### src/rtl/f1_light_sequencer_if.sv
// f1_light_sequencer_if: control/status bundle between the start-light sequencer and its environment.
interface f1_light_sequencer_if #(
  parameter int WIDTH    = 7,
  parameter int N_LIGHTS = 8,
  parameter int CNT_W    = 16
);
  logic                start, tick, time_out, react;
  logic [N_LIGHTS-1:0] lights;
  logic [WIDTH-1:0]    dly_k;
  logic                dly_trigger, busy;
  logic [CNT_W-1:0]    react_cycles;
  logic                react_valid, false_start;
  modport slave (
    input  start, tick, time_out, react,
    output lights, dly_k, dly_trigger, busy, react_cycles, react_valid, false_start
  );
  modport master (
    output start, tick, time_out, react,
    input  lights, dly_k, dly_trigger, busy, react_cycles, react_valid, false_start
  );
endinterface

### src/rtl/f1_light_sequencer.sv
// f1_light_sequencer: F1 start-light stepper, random hold-time launcher and reaction timer.
// Optional macro FALSE_START_EN enables the react-before-lights-out abort.
module f1_light_sequencer #(
  parameter int WIDTH    = 7,
  parameter int N_LIGHTS = 8,
  parameter int K_MIN    = 4,
  parameter int CNT_W    = 16
) (
  input logic                 clk,
  input logic                 rst_n,
  f1_light_sequencer_if.slave bus
);
  typedef enum logic [2:0] {IDLE, LIGHTS_ON, ARM, WAIT_DELAY, LIGHTS_OUT} state_t;
  state_t              state_q, state_d;
  logic [WIDTH-1:0]    lfsr_q, dly_k_q, dly_k_d;
  logic [N_LIGHTS-1:0] lights_q, lights_d;
  logic [CNT_W-1:0]    cnt_q, cnt_d, rc_q, rc_d;
  logic                valid_q, valid_d, fs_q, fs_d, abort;
`ifdef FALSE_START_EN
  assign abort = bus.react && (state_q inside {LIGHTS_ON, ARM, WAIT_DELAY});
`else
  assign abort = 1'b0;
`endif
  always_comb begin
    state_d  = state_q;
    lights_d = lights_q;
    dly_k_d  = dly_k_q;
    cnt_d    = cnt_q;
    rc_d     = rc_q;
    valid_d  = 1'b0;
    fs_d     = abort;
    case (state_q)
      IDLE:       if (bus.start) state_d = LIGHTS_ON;
      LIGHTS_ON:  if (bus.tick) begin
        if (&lights_q) begin
          state_d = ARM;
          dly_k_d = (lfsr_q < WIDTH'(K_MIN)) ? WIDTH'(K_MIN) : lfsr_q;
        end else
          lights_d = {lights_q[N_LIGHTS-2:0], 1'b1};
      end
      ARM:        state_d = WAIT_DELAY;
      WAIT_DELAY: if (bus.time_out) begin
        state_d  = LIGHTS_OUT;
        lights_d = '0;
        cnt_d    = '0;
      end
      LIGHTS_OUT: if (bus.react) begin
        state_d = IDLE;
        rc_d    = cnt_q;
        valid_d = 1'b1;
      end else
        cnt_d = (&cnt_q) ? cnt_q : cnt_q + CNT_W'(1);
      default:    state_d = IDLE;
    endcase
    // an abort overrides any tick/time_out seen in the same cycle
    if (abort) begin
      state_d  = IDLE;
      lights_d = '0;
      dly_k_d  = dly_k_q;
    end
  end
  always_ff @(posedge clk or negedge rst_n)
    if (!rst_n) begin
      state_q  <= IDLE;
      lfsr_q   <= WIDTH'(1);
      lights_q <= '0;
      dly_k_q  <= '0;
      cnt_q    <= '0;
      rc_q     <= '0;
      valid_q  <= 1'b0;
      fs_q     <= 1'b0;
    end else begin
      state_q  <= state_d;
      lfsr_q   <= {lfsr_q[WIDTH-2:0], lfsr_q[6] ^ lfsr_q[2]};
      lights_q <= lights_d;
      dly_k_q  <= dly_k_d;
      cnt_q    <= cnt_d;
      rc_q     <= rc_d;
      valid_q  <= valid_d;
      fs_q     <= fs_d;
    end
  assign bus.lights       = lights_q;
  assign bus.dly_k        = dly_k_q;
  assign bus.dly_trigger  = state_q == ARM;
  assign bus.busy         = state_q != IDLE;
  assign bus.react_cycles = rc_q;
  assign bus.react_valid  = valid_q;
  assign bus.false_start  = fs_q;
endmodule

### src/flat_wrapper.sv
// flat-port wrapper written by rule: the top's interface ports become plain ports
module f1_light_sequencer_flat 
#(
  parameter int WIDTH    = 7,
  parameter int N_LIGHTS = 8,
  parameter int K_MIN    = 4,
  parameter int CNT_W    = 16
)
  (clk, rst_n, bus_start, bus_tick, bus_time_out, bus_react, bus_lights, bus_dly_k, bus_dly_trigger, bus_busy, bus_react_cycles, bus_react_valid, bus_false_start);
  f1_light_sequencer_if #(.WIDTH(WIDTH), .N_LIGHTS(N_LIGHTS), .CNT_W(CNT_W)) bus_i ();
  input logic clk;
  input logic rst_n;
  input wire logic [$bits(bus_i.start)-1:0] bus_start;
  input wire logic [$bits(bus_i.tick)-1:0] bus_tick;
  input wire logic [$bits(bus_i.time_out)-1:0] bus_time_out;
  input wire logic [$bits(bus_i.react)-1:0] bus_react;
  output wire logic [$bits(bus_i.lights)-1:0] bus_lights;
  output wire logic [$bits(bus_i.dly_k)-1:0] bus_dly_k;
  output wire logic [$bits(bus_i.dly_trigger)-1:0] bus_dly_trigger;
  output wire logic [$bits(bus_i.busy)-1:0] bus_busy;
  output wire logic [$bits(bus_i.react_cycles)-1:0] bus_react_cycles;
  output wire logic [$bits(bus_i.react_valid)-1:0] bus_react_valid;
  output wire logic [$bits(bus_i.false_start)-1:0] bus_false_start;
  assign bus_i.start = bus_start;
  assign bus_i.tick = bus_tick;
  assign bus_i.time_out = bus_time_out;
  assign bus_i.react = bus_react;
  assign bus_lights = bus_i.lights;
  assign bus_dly_k = bus_i.dly_k;
  assign bus_dly_trigger = bus_i.dly_trigger;
  assign bus_busy = bus_i.busy;
  assign bus_react_cycles = bus_i.react_cycles;
  assign bus_react_valid = bus_i.react_valid;
  assign bus_false_start = bus_i.false_start;
  f1_light_sequencer #(.WIDTH(WIDTH), .N_LIGHTS(N_LIGHTS), .K_MIN(K_MIN), .CNT_W(CNT_W)) u_core (.clk(clk), .rst_n(rst_n), .bus(bus_i));
endmodule
### config.mk
export PLATFORM = sky130hd
export DESIGN_NAME = f1_light_sequencer_flat
export DESIGN_NICKNAME = d
export VERILOG_FILES = /design/src/rtl/f1_light_sequencer_if.sv /design/src/rtl/f1_light_sequencer.sv /design/src/flat_wrapper.sv
export SDC_FILE = /design/constraint.sdc
export NUM_CORES = 1
export LEC_CHECK = 0
export ABC_CLOCK_PERIOD_IN_PS = 2160
export CAP_MARGIN = 25
export CORE_MARGIN = 4
export CORE_UTILIZATION = 49
export DETAILED_ROUTE_END_ITERATION = 12
export HOLD_SLACK_MARGIN = 0.15
export PLACE_DENSITY = 0.75
export SYNTH_ARGS = -nofsm -noshare
export SYNTH_HDL_FRONTEND = slang
export SYNTH_SLANG_ARGS = --single-unit
### constraint.sdc
create_clock -name clk -period 2.16 [get_ports clk]
set_input_delay 0.324 -clock clk [delete_from_list [all_inputs] [get_ports clk]]
set_output_delay 0.324 -clock clk [all_outputs]
set_load 0.1 [all_outputs]
==> key figures, run 1 <==
Status
  • Status: finished, final reports clean

Power
  • Pwr dens: 1390 nW/µm²
  • Lkg Pwr: 0.00151 µW
  • Worst VDD drop: 0.00105 V

CTS
  • Postcts setup bufs: 0
  • H-Tree Depth: 3
  • Post_cts resized: 0
  • Clock Sinks: 58
  • Worst-Skew Late Latency: 0.33 ns
  • CTS tree: done
  • CTS Buf Count: 9
  • CTS Buffer Depth: 2
  • Clk slew on worst S/H paths: 0.06 ns
  • Hold Buf Count CTS: 1
  • Clock Tree Root: clkbuf_8

Yosys
  • Seq/Total Area, Yosys: 55.5%
  • Post-Synthesis Cell Area: 2620 µm²
  • EDFF count, synth: 0
  • Synthesized instance count: 241
  • Largest family of logic cells by synthesized area: simple AND/OR/NAND/NOR gates
  • Xor/xnor share of the synthesized area: 0.669%
  • Post-synthesis cell type count: 52
  • Adder-cell share of the synthesized area: 0.478%
  • Async SR Flop Fraction: 100%
  • Synthesized flop and latch total: 58
  • Yosys warning total: 0
  • Synth Flop Type: dfrtp_1
  • Post-Synth Simple-Gate Area: 15.8%
  • Post-synthesis mux area share: 9.13%
  • Syn Nets: 248
  • Syn_area_per_cell: 10.9 µm²
  • Synth Area in Compound Gates: 13.1%

Route
  • Drt total wl: 5530 µm
  • DRC viols: 0
  • 1st-pass router iterations: 4
  • Routed WL per cell: 15.1 µm
  • DRT iter0 DRCs: 133
  • DR vias/cell: 5.44
  • Final ANT Viol Nets: 0
  • Vias: 1,992

GRT
  • Number of global-route vias before repair: 2,027
  • Initial antenna violation count: 0
  • Pin count of the biggest net entering global routing: 34
  • Total congestion overflow: 0
  • Total global-route track usage: 19.5%
  • Global-route wire length before repair: 9670 µm

Place
  • Placed wire-length estimate: 3970 µm
  • Cell Area, Placed: 3070 µm²
  • Port Buf Inserts: 39
  • GP Congestion: 0.881

Finish
  • Finished Cell Area: 3250 µm²
  • Share of layout cells above drive strength 1: 31.8%
  • Ant. Diodes: 0
  • Final nets: 298
  • # fillers: 445
  • Most frequent cells in the layout: dfrtp_1, buf_4, nand2_1
  • Most common cell after layout, fill and taps aside: dfrtp_1
  • Synthesis-to-finish area growth: 24.3%

Setup path
  • CP required: 1.84 ns
  • Reg2reg setup slack: 0.27 ns
  • CP Buf/Inv Count: 2
  • Slowest-stage cell, CP: dfrtp_1
  • Crit path DAT: 1.57 ns
  • Critical path endpoint category: output pin
  • CP delay by family, top: flip-flops
  • Critical path, cell by cell: buf_4 > or3_1 > buf_4
  • Crit-path max FO: 8
  • CP peak stage delay: 0.43 ns
  • Startpoint Class: register
  • Kind of critical path: register to output pin
  • Crit path top cell by count: buf_4

Timing
  • Pin slew with the least headroom to its limit: 0.595 ns
  • Final setup vio count: 0
  • Tcrit/Tclk final: 87.6%
  • Crit path time final: 1.89 ns
  • RSZ-0062 raised after global routing: false
  • Fin. Hold Viols: 0
  • Clk_skew: 0.00891 ns
  • Setup tns final: 0 ns
  • Slew Limit Fails: 0
  • Slew headroom: 60.3%
  • Top achievable clock speed: 528 MHz

Floorplanning
  • Row count: 26
  • Die H: 81.1 µm
  • I/O pin count: 41
  • Starting Density: 50.9%
  • Die X-Extent: 81.1 µm
  • Full die area: 6580 µm²
  • Core area: 5140 µm²

Job
  • MaxCap Viol Count: 0

Hold path
  • Min-delay worst type: register to register
-- registers in the layout, summed over array words and instances (netlist names) --
register,cells
u_core.bus.lights,8
u_core.state_q,3
u_core.bus.react_cycles,16
u_core.bus.dly_k,7
u_core.lfsr_q,7
u_core.cnt_q,16
u_core.bus.react_valid,1
-- metrics by stage --
step / worst slack (ns) / hold WS (ns) / std cells / power (µW) / util [%]
floorplan: 0.232 / 0.0284 / 241 / 3180 / -
global placement: 0.151 / 0.357 / 349 / 3620 / 59.7
detailed placement: 0.121 / 0.366 / 349 / 3660 / 59.7
CTS: 0.246 / 0.388 / 366 / 4540 / 63.3
global route: 0.157 / 0.391 / 366 / 4730 / 63.3
finish: 0.267 / 0.390 / 366 / 4510 / 63.3
-- synth_stat cells (2+ instances only) --
cell | count | share of area (%)
nand4_1 | 6 | 1.4
nand2_1 | 24 | 3.4
a31oi_1 | 7 | 1.7
a41oi_1 | 4 | 1.3
inv_1 | 16 | 2.3
a21oi_1 | 5 | 0.96
o211ai_1 | 3 | 0.86
and4_1 | 4 | 1.3
nor2_1 | 14 | 2.0
buf_6 | 2 | 0.86
o21ai_1 | 5 | 0.96
o21ai_0 | 14 | 2.7
nand3_1 | 8 | 1.5
mux2i_1 | 7 | 2.7
buf_2 | 5 | 0.96
mux2_2 | 15 | 6.5
nand2_2 | 2 | 0.48
dfrtp_1 | 57 | 54
nand3b_1 | 2 | 0.57
nor3_1 | 4 | 0.76
nor4_1 | 4 | 0.96
clkbuf_1 | 3 | 0.43
-- cell type report --
class	count	area [µm²]	area share [%]
Sequential cell	58	1460	44.9
Clock buffer	13	159	4.88
Tap cell	70	87.6	2.69
Multi-Input combinational cell	154	1030	31.7
Timing Repair Buffer	52	438	13.5
Clock inverter	3	15.0	0.461
Inverter	16	60.1	1.85
-- routing by layer --
metal | global-route usage [%] | vias to the layer above | share of wire (%)
met5 | 0 | - | 0
met2 | 30.4 | 57 | 47
met4 | 6.93 | 0 | 1.4
met1 | 25.9 | 954 | 47
li1 | - | 973 | -
met3 | 5.76 | 8 | 4.5
-- path summary, 6_finish.rpt --
| check | from | to | depth (start not counted) |
|---|---|---|---|
| max reg2reg | u_core.cnt_q[1] | u_core.cnt_q[4] | 6 |
| max | u_core.state_q[0] | bus_busy | 3 |
| min | u_core.lfsr_q[1] | u_core.lfsr_q[2] | 0 |
| max in group asynchronous | rst_n | u_core.lfsr_q[0] | 3 |
| min in group asynchronous | rst_n | u_core.state_q[0] | 2 |
| min reg2reg | u_core.lfsr_q[1] | u_core.lfsr_q[2] | 0 |
-- report_power, final --
part	switching, µW	internal, µW
registers	228	1340
clock network	404	473
logic	1550	518
-- cell families after synthesis --
family	count (synthesis)
muxes	22
other	1
AOI/OAI and AO/OA	50
adders and majority gates	1
xor gates and xnor gates	2
buffers and inverters	29
DFF	58
and+or+nand+nor	78
Power figures use the tool's default switching activity.
==> run 2, diff against run 1 <==
- PLACE_DENSITY: 0.75 -> 0.74
==> key figures, run 2 (synthesis gave the netlist of run 1 again) <==
GRT
  • Total congestion overflow: 0 (unchanged)
  • Pin count of the biggest net entering global routing: 23 (-32%)
  • Total global-route track usage: 19.0% (-0.45 points)
  • Initial antenna violation count: 0 (unchanged)
  • Global-route wire length before repair: 9430 µm (-2.5%)
  • Number of global-route vias before repair: 1,984 (-2.1%)

Job
  • MaxCap Viol Count: 0 (unchanged)

Finish
  • Share of layout cells above drive strength 1: 31.9% (+0.12 points)
  • Final nets: 300 (+0.67%)
  • Ant. Diodes: 0 (unchanged)
  • Final Non-Filler Cells: 368 (+0.55%)
  • Most frequent cells in the layout: dfrtp_1, buf_4, nand2_1
  • Synthesis-to-finish area growth: 26.0%
  • Most common cell after layout, fill and taps aside: dfrtp_1

Power
  • Pwr dens: 1430 nW/µm² (+3.4%)
  • Lkg Pwr: 0.00153 µW (+1.3%)
  • Worst VDD drop: 0.00109 V (+4.3%)
  • Total power: 4720 µW (+4.8%)

Timing
  • Hold_ws: 0.390 ns (-0.0000480 ns)
  • Crit path time final: 2.01 ns (+0.120 ns)
  • Top achievable clock speed: 497 MHz (-6.0%)
  • Setup WS post-layout: 0.147 ns (-0.120 ns)
  • Slew Limit Fails: 0 (unchanged)
  • Final setup vio count: 0 (unchanged)
  • Clk_skew: 0.00738 ns (-0.00152 ns)
  • Fin. Hold Viols: 0 (unchanged)
  • RSZ-0062 raised after global routing: false
  • Tcrit/Tclk final: 93.2% (+5.6 points)
  • Setup tns final: 0 ns (unchanged)

Place
  • GP Congestion: 0.908 (+3.0%)
  • Placement Setup Slack: 0.121 ns (-0.000116 ns)
  • Port Buf Inserts: 39 (unchanged)
  • Placed insts: 351 (+0.57%)
  • Placed wire-length estimate: 3840 µm (-3.2%)

Setup path
  • Critical path endpoint category: register
  • Worst r2r src: u_core.cnt_q[0]
  • Critical path, cell by cell: ha_1 > and4_1 > and4_1 > a21boi_4 > buf_12 > a211oi_1
  • Startpoint Class: register
  • CP required: 2.40 ns (+0.56 ns)
  • R2R cell count: 6 (unchanged)
  • Reg2reg end: u_core.cnt_q[4]
  • Crit path DAT: 2.25 ns (+0.68 ns)
  • Crit-path max FO: 15 (+7)
  • Crit path top cell by count: and4_1
  • CP peak stage delay: 0.41 ns (-0.02 ns)
  • Reg2reg setup slack: 0.15 ns (-0.12 ns)
  • Slowest-stage cell, CP: dfrtp_1
  • Kind of critical path: register to register

Route
  • Drt total wl: 5470 µm (-1.1%)
  • DR vias/cell: 5.46 (+0.31%)
  • 1st-pass router iterations: 4 (unchanged)
  • Final ANT Viol Nets: 0 (unchanged)
  • Routed WL per cell: 14.9 µm (-1.6%)
  • Vias: 2,009 (+0.85%)
  • DRC viols: 0 (unchanged)
  • DRT iter0 DRCs: 115 (-14%)

CTS
  • CTS tree: done
  • Worst-Skew Late Latency: 0.33 ns (about the same)
  • CTS Buffer Depth: 2 (unchanged)
  • Clock Sinks: 58 (unchanged)
  • Clock Tree Root: clkbuf_8
  • Clk slew on worst S/H paths: 0.06 ns (about the same)
  • CTS Buf Count: 9 (unchanged)
  • H-Tree Depth: 3 (unchanged)

Floorplanning
  • Core area: 5140 µm² (unchanged)
  • Die X-Extent: 81.1 µm (unchanged)
  • Row count: 26 (unchanged)
  • Starting Density: 50.9% (unchanged)
  • Full die area: 6580 µm² (unchanged)
  • Die H: 81.1 µm (unchanged)
  • I/O pin count: 41 (unchanged)

Hold path
  • Min-delay worst type: register to register
  • Hold Crit Depth: 0 (unchanged)
  • Worst hold path startpoint: u_core.lfsr_q[1]
  • Hold path endpoint: u_core.lfsr_q[2]

Status
  • Status: finished, final reports clean
==> run 2: cell types whose count changed in the layout (fill, tap and decap cells not counted) <==
| cell | before | now |
|---|---|---|
| buf_12 | 3 | 2 |
| buf_4 | 43 | 46 |
| bufinv_16 | 0 | 2 |
| clkbuf_1 | 2 | 3 |
| clkbuf_8 | 11 | 10 |
| clkinv_2 | 3 | 1 |
==> run 2: power breakdown <==
part,switching [µW],internal (µW)
Combinational,1550,528
Sequential,216,1340
Clock,406,681
Total,2180,2550
==> run 2: stage by stage <==
stage / util, % / area [µm²]
final: 64.1 / 3300
after global routing: 64.1 / 3300
after CTS: 64.1 / 3300
after detailed placement: 59.8 / 3070
after global placement: 59.8 / 3070
after floorplan: - / 2630
==> run 2: worst max path at each step <==
| stage | start | to | slack, ns | cells past startpoint |
|---|---|---|---|---|
| finish | u_core.cnt_q[0] | u_core.cnt_q[4] | 0.15 | 6 |
| global route | u_core.cnt_q[1] | u_core.cnt_q[4] | 0.04 | 6 |
| CTS | u_core.cnt_q[0] | u_core.cnt_q[4] | 0.16 | 6 |
| detailed placement | bus_react | u_core.cnt_q[9] | 0.12 | 5 |
| global placement | bus_react | u_core.cnt_q[3] | 0.16 | 5 |
| floorplan | u_core.bus.lights[1] | u_core.bus.lights[2] | 0.23 | 3 |
==> run 2: cell type report <==
type                       count  area [µm²]
clock inverter                 3        65.1
timing repair buffer          54         440
sequential                    58        1460
clock buffer                  13         149
inverter                      16        60.1
multi-input combinational    154        1030
tap                           70        87.6
fill                         436        1840
==> run 2: metal layers <==
metal  global-route usage, %  vias to the layer above  wire (µm)
li1                        -                      972          -
met1                    26.6                      972       2640
met2                    27.3                       53       2500
met3                    3.99                       12        221
met4                    11.0                        0        104
met5                       0                        -          0
==> run 2: worst max-delay path, delay by kind of cell, from the launching register on <==
family / cells / cell delay (ns)
fa+ha+maj: 1 / 0.27
simple gates: 2 / 0.75
compound gates: 2 / 0.33
buf+inv: 1 / 0.15
flops: 1 / 0.41
==> run 2: what timing repair did <==
| item | 4_1_cts | 5_1_grt |
|---|---|---|
| buffers inserted | 0 | 0 |
| gates resized for setup | 0 | 0 |
| hold buffers | 1 | 0 |
| endpoints found under the hold margin | 15 | 0 |
==> run 3, diff against run 2 <==
- CORE_UTILIZATION: 49 -> 53
- PLACE_DENSITY: 0.74 -> 0.79
==> key figures, run 3 (synthesis gave the netlist of run 1 again) <==
Timing
  • Slew Limit Fails: 0 (unchanged)
  • Crit path time final: 1.86 ns (-0.153 ns)
  • Clk_skew: 0.00579 ns (-0.00159 ns)
  • Slew headroom: 47.4%
  • Final setup vio count: 0 (unchanged)
  • Fin. Hold Viols: 0 (unchanged)
  • Top achievable clock speed: 538 MHz (+8.2%)
  • RSZ-0062 raised after global routing: false
  • Pin slew with the least headroom to its limit: 0.783 ns
  • Tcrit/Tclk final: 86.1% (-7.1 points)
  • Setup tns final: 0 ns (unchanged)

Route
  • DRC viols: 0 (unchanged)
  • DRT iter0 DRCs: 155 (+35%)
  • Drt total wl: 5580 µm (+2.1%)
  • DR vias/cell: 5.49 (+0.60%)
  • Routed WL per cell: 15.3 µm (+3.2%)
  • Final ANT Viol Nets: 0 (unchanged)
  • 1st-pass router iterations: 4 (unchanged)
  • Vias: 1,999 (-0.50%)

GRT
  • Pin count of the biggest net entering global routing: 41 (+78%)
  • Global-route wire length before repair: 9520 µm (+0.95%)
  • Total global-route track usage: 19.9% (+0.90 points)
  • Initial antenna violation count: 0 (unchanged)
  • Number of global-route vias before repair: 2,038 (+2.7%)
  • Total congestion overflow: 0 (unchanged)

Job
  • MaxCap Viol Count: 0 (unchanged)

Finish
  • Most frequent cells in the layout: dfrtp_1, buf_4, nand2_1
  • Finished Cell Area: 3270 µm² (-0.83%)
  • Most common cell after layout, fill and taps aside: dfrtp_1
  • Ant. Diodes: 0 (unchanged)
  • Final nets: 299 (-0.33%)
  • Synthesis-to-finish area growth: 24.9%
  • Fin util: 68.8% (+4.6 points)
  • Share of layout cells above drive strength 1: 31.6% (-0.23 points)

Setup path
  • Critical path, cell by cell: or4b_4 > nand2_2 > a21boi_4 > buf_4 > mux2i_1
  • CP delay by family, top: simple AND/OR/NAND/NOR gates
  • Slowest-stage cell, CP: or4b_4
  • Kind of critical path: register to register
  • CP required: 2.42 ns (+0.02 ns)
  • Critical path endpoint category: register
  • Crit-path max FO: 11 (-4)
  • Crit path DAT: 2.12 ns (-0.13 ns)
  • CP peak stage delay: 0.61 ns (+0.20 ns)
  • CP Buf/Inv Count: 1 (unchanged)
  • Startpoint Class: register

Hold path
  • Min-delay worst type: register to register

Power
  • Clk pwr share: 21.6% (-1.4 points)
  • Combinational Power Share: 44.5% (+0.4 points)
  • Lkg Pwr: 0.00152 µW (-0.59%)
  • Switch Pwr: 2180 µW (+0.31%)
  • Register share of total power: 33.8% (+0.9 points)
  • Worst VDD drop: 0.000831 V (-24%)
  • Pwr dens: 1410 nW/µm² (-1.4%)
  • Power Internal: 2430 µW (-4.4%)
  • Switching portion of total power: 47.3% (+1.2 points)

CTS
  • Hold Buf Count CTS: 1 (unchanged)
  • Postcts setup bufs: 0 (unchanged)
  • Clock Sinks: 58 (unchanged)
  • Clk slew on worst S/H paths: 0.06 ns (about the same)
  • H-Tree Depth: 3 (unchanged)
  • CTS Buf Count: 9 (unchanged)
  • Clock Tree Root: clkbuf_8
  • CTS Buffer Depth: 2 (unchanged)
  • Post_cts resized: 0 (unchanged)
  • CTS tree: done
  • Worst-Skew Late Latency: 0.34 ns (about the same)

Place
  • Cell Area, Placed: 3060 µm² (-0.37%)
  • GP Congestion: 0.895 (-1.4%)
  • Placed wire-length estimate: 3890 µm (+1.3%)
  • Port Buf Inserts: 39 (unchanged)

Floorplanning
  • Die X-Extent: 78.3 µm (-3.5%)
  • Die H: 78.3 µm (-3.5%)
  • I/O pin count: 41 (unchanged)
  • Full die area: 6130 µm² (-6.8%)
  • Starting Density: 55.1% (+4.1 points)
  • Row count: 25 (-3.8%)
  • Core area: 4750 µm² (-7.5%)

Status
  • Status: finished, final reports clean
## run 3: cell types whose count changed in the layout (fill, tap and decap cells not counted), sizes merged
cell | previous run | this run
bufinv | 2 | 1
buf | 49 | 48
clkbuf | 13 | 14
## run 3: power groups by stage
stage          logic [µW]  registers (µW)  clock network [µW]
6_report             2060            1560                 999
3_5_place_dp         2060            1580                   0
4_1_cts              2070            1560                1010
2_1_floorplan         654            2530                   0
5_1_grt              2150            1600                1060
3_3_place_gp         2020            1570                   0
## run 3: path summary, 6_finish.rpt
path	startpoint	endpoint	slack [ns]	cells past startpoint
setup / recovery	u_core.state_q[1]	u_core.cnt_q[1]	0.30	5
hold / removal	u_core.lfsr_q[1]	u_core.lfsr_q[2]	0.38	0
setup reg to reg	u_core.state_q[1]	u_core.cnt_q[1]	0.30	5
hold reg to reg	u_core.lfsr_q[1]	u_core.lfsr_q[2]	0.38	0
max in group asynchronous	rst_n	u_core.lfsr_q[0]	1.06	3
min in group asynchronous	rst_n	u_core.bus.react_cycles[12]	0.47	2
## run 3: per-stage QoR
step	setup slack (ns)	std cells	power (µW)	hold WS [ns]
5_1_grt	0.159	364	4820	0.394
3_5_place_dp	0.131	347	3640	0.303
3_3_place_gp	0.179	347	3590	0.297
6_report	0.300	364	4620	0.379
4_1_cts	0.311	364	4640	0.379
2_1_floorplan	0.232	241	3180	0.0284
## run 3: layout make-up
| cell class | count | area, µm² |
|---|---|---|
| Fill cell | 375 | 1490 |
| Sequential cell | 58 | 1460 |
| Multi-Input combinational cell | 154 | 1030 |
| Timing Repair Buffer | 53 | 433 |
| Clock buffer | 14 | 163 |
| Tap cell | 67 | 83.8 |
| Inverter | 16 | 60.1 |
| Clock inverter | 2 | 35.0 |
## run 3: worst reg2reg max path, cell delays in order, from the launching register on
cell and delay, ns:
dfrtp_1 0.49, or4b_4 0.61, nand2_2 0.11, a21boi_4 0.18, buf_4 0.19, mux2i_1 0.21
## run 3: per-layer routing
layer	share of wire [%]	up-vias	wire length [µm]	global-route usage (%)
li1	-	970	-	-
met1	48	977	2700	27.1
met2	46	45	2570	30.1
met3	3.9	7	219	3.90
met4	1.7	0	93	10.8
met5	0	-	0	0
